File: src/rtl/rgb_float_sequencer.sv
// RGB pixel to three IEEE-754 singles through one time-multiplexed converter.
// Optional RGB_FLOAT_NORM_EN scales each non-zero channel result by 1/256.

module int_to_float (
    input  logic [7:0]  i_val,
    output logic [31:0] o_flt
);

    logic [2:0]  w_msb;
    logic [22:0] w_mant;
    logic [7:0]  w_exp;

    always_comb begin
        w_msb = 3'd0;
        for (int i = 0; i < 8; i++) begin
            if (i_val[i]) w_msb = 3'(i);
        end
        // Leading one lands on bit 23 and falls off; lower bits left-align
        w_mant = {15'd0, i_val} << (5'd23 - {2'b00, w_msb});
`ifdef RGB_FLOAT_NORM_EN
        w_exp  = 8'd119 + {5'd0, w_msb};
`else
        w_exp  = 8'd127 + {5'd0, w_msb};
`endif
        o_flt  = (i_val == 8'd0) ? 32'd0 : {1'b0, w_exp, w_mant};
    end

endmodule

module rgb_float_sequencer #(
    parameter int CNT_W = 16
) (
    input  logic             clk,
    input  logic             rst,
    input  logic             in_valid,
    output logic             in_ready,
    input  logic [23:0]      in_rgb,
    output logic             out_valid,
    input  logic             out_ready,
    output logic [31:0]      out_r,
    output logic [31:0]      out_g,
    output logic [31:0]      out_b,
    output logic             busy,
    output logic [CNT_W-1:0] pix_cnt
);

    typedef enum logic [2:0] {
        S_IDLE,
        S_CONV_R,
        S_CONV_G,
        S_CONV_B,
        S_OUT
    } state_t;

    state_t           r_state;
    state_t           w_next;
    logic [23:0]      r_pix;
    logic [31:0]      r_out_r;
    logic [31:0]      r_out_g;
    logic [31:0]      r_out_b;
    logic [CNT_W-1:0] r_cnt;
    logic [7:0]       w_byte;
    logic [31:0]      w_flt;

    int_to_float u_conv (
        .i_val (w_byte),
        .o_flt (w_flt)
    );

    always_ff @(posedge clk) begin
        if (rst) r_state <= S_IDLE;
        else     r_state <= w_next;
    end

    always_comb begin
        w_next    = r_state;
        w_byte    = r_pix[23:16];
        in_ready  = 1'b0;
        out_valid = 1'b0;
        unique case (r_state)
            S_IDLE: begin
                in_ready = 1'b1;
                if (in_valid) w_next = S_CONV_R;
            end
            S_CONV_R: begin
                w_byte = r_pix[23:16];
                w_next = S_CONV_G;
            end
            S_CONV_G: begin
                w_byte = r_pix[15:8];
                w_next = S_CONV_B;
            end
            S_CONV_B: begin
                w_byte = r_pix[7:0];
                w_next = S_OUT;
            end
            S_OUT: begin
                out_valid = 1'b1;
                if (out_ready) w_next = S_IDLE;
            end
            default: w_next = S_IDLE;
        endcase
    end

    always_ff @(posedge clk) begin
        if (rst) begin
            r_pix   <= '0;
            r_out_r <= '0;
            r_out_g <= '0;
            r_out_b <= '0;
            r_cnt   <= '0;
        end else begin
            case (r_state)
                S_IDLE:   if (in_valid) r_pix <= in_rgb;
                S_CONV_R: r_out_r <= w_flt;
                S_CONV_G: r_out_g <= w_flt;
                S_CONV_B: r_out_b <= w_flt;
                S_OUT:    if (out_ready) r_cnt <= r_cnt + 1'b1;
                default:  ;
            endcase
        end
    end

    assign busy    = (r_state != S_IDLE);
    assign out_r   = r_out_r;
    assign out_g   = r_out_g;
    assign out_b   = r_out_b;
    assign pix_cnt = r_cnt;

endmodule

File: config.mk
export PLATFORM = sky130hd
export DESIGN_NAME = rgb_float_sequencer
export DESIGN_NICKNAME = d
export VERILOG_FILES = /design/src/rtl/rgb_float_sequencer.sv
export SDC_FILE = /design/constraint.sdc
export NUM_CORES = 1
export LEC_CHECK = 0
export CORE_MARGIN = 2
export CORE_UTILIZATION = 46
export DETAILED_ROUTE_END_ITERATION = 10
export PLACE_DENSITY = 0.81
export SETUP_SLACK_MARGIN = 0.1
export SYNTH_ARGS = -nofsm -noshare
export SYNTH_HDL_FRONTEND = slang
export SYNTH_SLANG_ARGS = --single-unit
File: constraint.sdc
create_clock -name clk -period 3.2 [get_ports clk]
set_input_delay 0.48 -clock clk [delete_from_list [all_inputs] [get_ports clk]]
set_output_delay 0.48 -clock clk [all_outputs]
set_load 0.05 [all_outputs]
==> impl_metrics.ini <==
[status]
outcome = finished clean

[critical_path]
worstSetupEndpointType = register
cp.arrival_ps = 3160
cp-startpoint = r_state[2]$_SDFFE_PP0P_
critPathLaunchType = register
reg2reg_from = r_state[2]$_SDFFE_PP0P_
crit_fanout = 10
path_class = reg -> reg
critical_path_required_ps = 3480

[timing]
hold_viol = 0
setup_tns_ps = 0
fin_ws_ps = 328
rsz0062_at_grt = false
max_freq_mhz = 348
finalSetupViolations = 0
period_share_pct = 89.8
relSlewSlack_pct = 35.5
skew_ps = 10.3
period_needed_ps = 2870
worst-slew-pin-transition_ps = 968
slew_violations = 0

[global_route]
grt_pass1_vias = 3267
grt-ovfl-total = 0
grt_pass1_wl_microns = 15900
antenna_found_initial = 0
grt_use_total_pct = 20.0
grt_start_max_net_pins = 57

[floorplanning]
die_area_sq_mm = 0.00972
die-width_microns = 98.6
start_util_pct = 47.2
io_pins = 143
coreArea_sq_mm = 0.00872
row_count = 34
fp.dieH_microns = 98.6

[clock_tree]
insertion_delay_ps = 350
path_clk_slew_ps = 80
cts_sinks = 82
cts_tree = done
numCtsBuffers = 9
cts_root_buffer = clkbuf_8
cts_max_level = 3
postCtsHoldBufs = 0
cts_buffer_depth = 2

[place]
io_buffers = 91
dpl.cell_count = 667
dp_hpwl_microns = 7140
post-place-ws_ps = 237
routabilityCongestion = 0.912

[final_layout]
final_common_cell = clkdlybuf4s50_1
instances_no_fill = 683
drive_gt1_share_pct = 9.74
num-fill-cells = 789
syn_to_final_growth_pct = 24.2
antenna_cells = 0
final_cell_mix = clkdlybuf4s50_1 (90), nand2_1 (88), dfxtp_1 (81)
nNetsFinal = 601
final_util_pct = 58.6

[min_path]
hold_path.class = reg -> reg
worstHoldStart = r_pix[9]$_SDFFE_PP0P_

[power]
leakagePower_nw = 1.92
p_per_area_mw_per_mm2 = 550
p_total_mw = 2.81
vdd_drop_max_mv = 0.345

[yosys]
postSynthAreaPerCell_sq_um = 8.40
synthFlopType = dfxtp_1
synthCells = 490
synthArstFlopShare_pct = 0
synth-seq-area-share_pct = 39.9
synth_edf_count = 0
ys_ff_latch = 82
yosysWarnings = 0
synth_area_sq_mm = 0.00412
synth_cell_types = 56

[routing]
drt-total-wl_microns = 9650
drtAntennaViolNets = 0
drtIter0Drc = 217
wl_per_cell_microns = 14.1
drt-vias-per-instance = 5.06
drtPass1Iterations = 4
vias = 3458
drc = 0

[job]
max_cap_violations = 0
-- layer usage --
metal | global-route usage [%] | routed length, microns | up-vias
met5 | 0 | 0 | -
met4 | 7.17 | 189 | 0
met3 | 3.76 | 589 | 17
met2 | 33.8 | 4500 | 122
met1 | 25.5 | 4370 | 1590
li1 | - | - | 1729
-- cells in the mapped netlist (4+ instances only) --
| cell | instances | area, sq um |
|---|---|---|
| nand4_1 | 4 | 25.0 |
| a211oi_1 | 7 | 52.6 |
| and3_1 | 5 | 31.3 |
| nand3_1 | 13 | 65.1 |
| xnor2_1 | 4 | 35.0 |
| nand2_1 | 88 | 330 |
| mux2_2 | 13 | 146 |
| dfxtp_1 | 82 | 1640 |
| nor2_1 | 37 | 139 |
| xor2_1 | 12 | 105 |
| mux2i_1 | 6 | 60.1 |
| a21oi_1 | 51 | 255 |
| clkbuf_1 | 22 | 82.6 |
| or3_1 | 6 | 37.5 |
| buf_4 | 58 | 435 |
| o21ai_0 | 8 | 40.0 |
| nor3_1 | 4 | 20.0 |
| nand3b_1 | 11 | 82.6 |
-- layout make-up --
cell class | count | area (sq um) | share of cell area, %
Multi-Input combinational cell | 371 | 2090 | 41.0
Sequential cell | 82 | 1640 | 32.1
Timing Repair Buffer | 104 | 1000 | 19.6
Clock buffer | 12 | 155 | 3.04
Tap cell | 108 | 135 | 2.64
Clock inverter | 4 | 73.8 | 1.44
Inverter | 2 | 7.51 | 0.147
-- flip-flops by register name, summed over array words and instances, names as in the netlist --
name	flops
out_g	13
out_b	13
pix_cnt	16
r_state	3
r_pix	24
out_r	13
-- per-stage QoR --
stage	cell area [sq um]	hold slack, ps
after floorplan	4300	432
after global placement	4880	441
after detailed placement	4880	449
after CTS	5110	460
after global routing	5110	482
final	5110	458
-- path summary, 6_finish.rpt --
path	cells after the start	slack (ps)	end
worst max register to register	9	330	out_b[25]$_SDFFE_PP0N_
worst max-delay path	9	330	out_b[25]$_SDFFE_PP0N_
worst min-delay path	2	460	r_pix[9]$_SDFFE_PP0P_
worst min register to register	2	460	r_pix[9]$_SDFFE_PP0P_
-- power by group --
group | switching [mW] | internal (mW) | total, mW
sequential | 0.0425 | 1.08 | 1.12
clock | 0.363 | 0.483 | 0.845
combinational | 0.579 | 0.266 | 0.845
total | 0.984 | 1.83 | 2.81
-- logic make-up (layout without fill, tap and decap cells) --
family | Yosys count | count (layout) | synth area share, %
flops | 82 | 82 | 39.9
buf+inv | 87 | 122 | 13.8
simple gates | 185 | 185 | 21.0
other cells | 1 | 51 | 0.0911
fa+ha+maj | 3 | 3 | 0.912
compound gates | 92 | 92 | 14.3
mux | 24 | 24 | 6.60
xor+xnor | 16 | 16 | 3.40
-- worst max-delay path: stages (launching register included) --
cell     delay [ps]
dfxtp_1         390
nor2b_2         480
buf_4           240
mux2_2          410
nand2_1         180
o21ai_1         120
ha_1            200
ha_1            290
or3_1           370
a21oi_1         120
-- timing repair --
action | in CTS | in global routing
gates resized for setup | 0 | 1
setup endpoints to repair | 0 | 6
setup buffers | 0 | 0
hold endpoints to repair | 0 | 0
(Power assumes the default switching activity.)
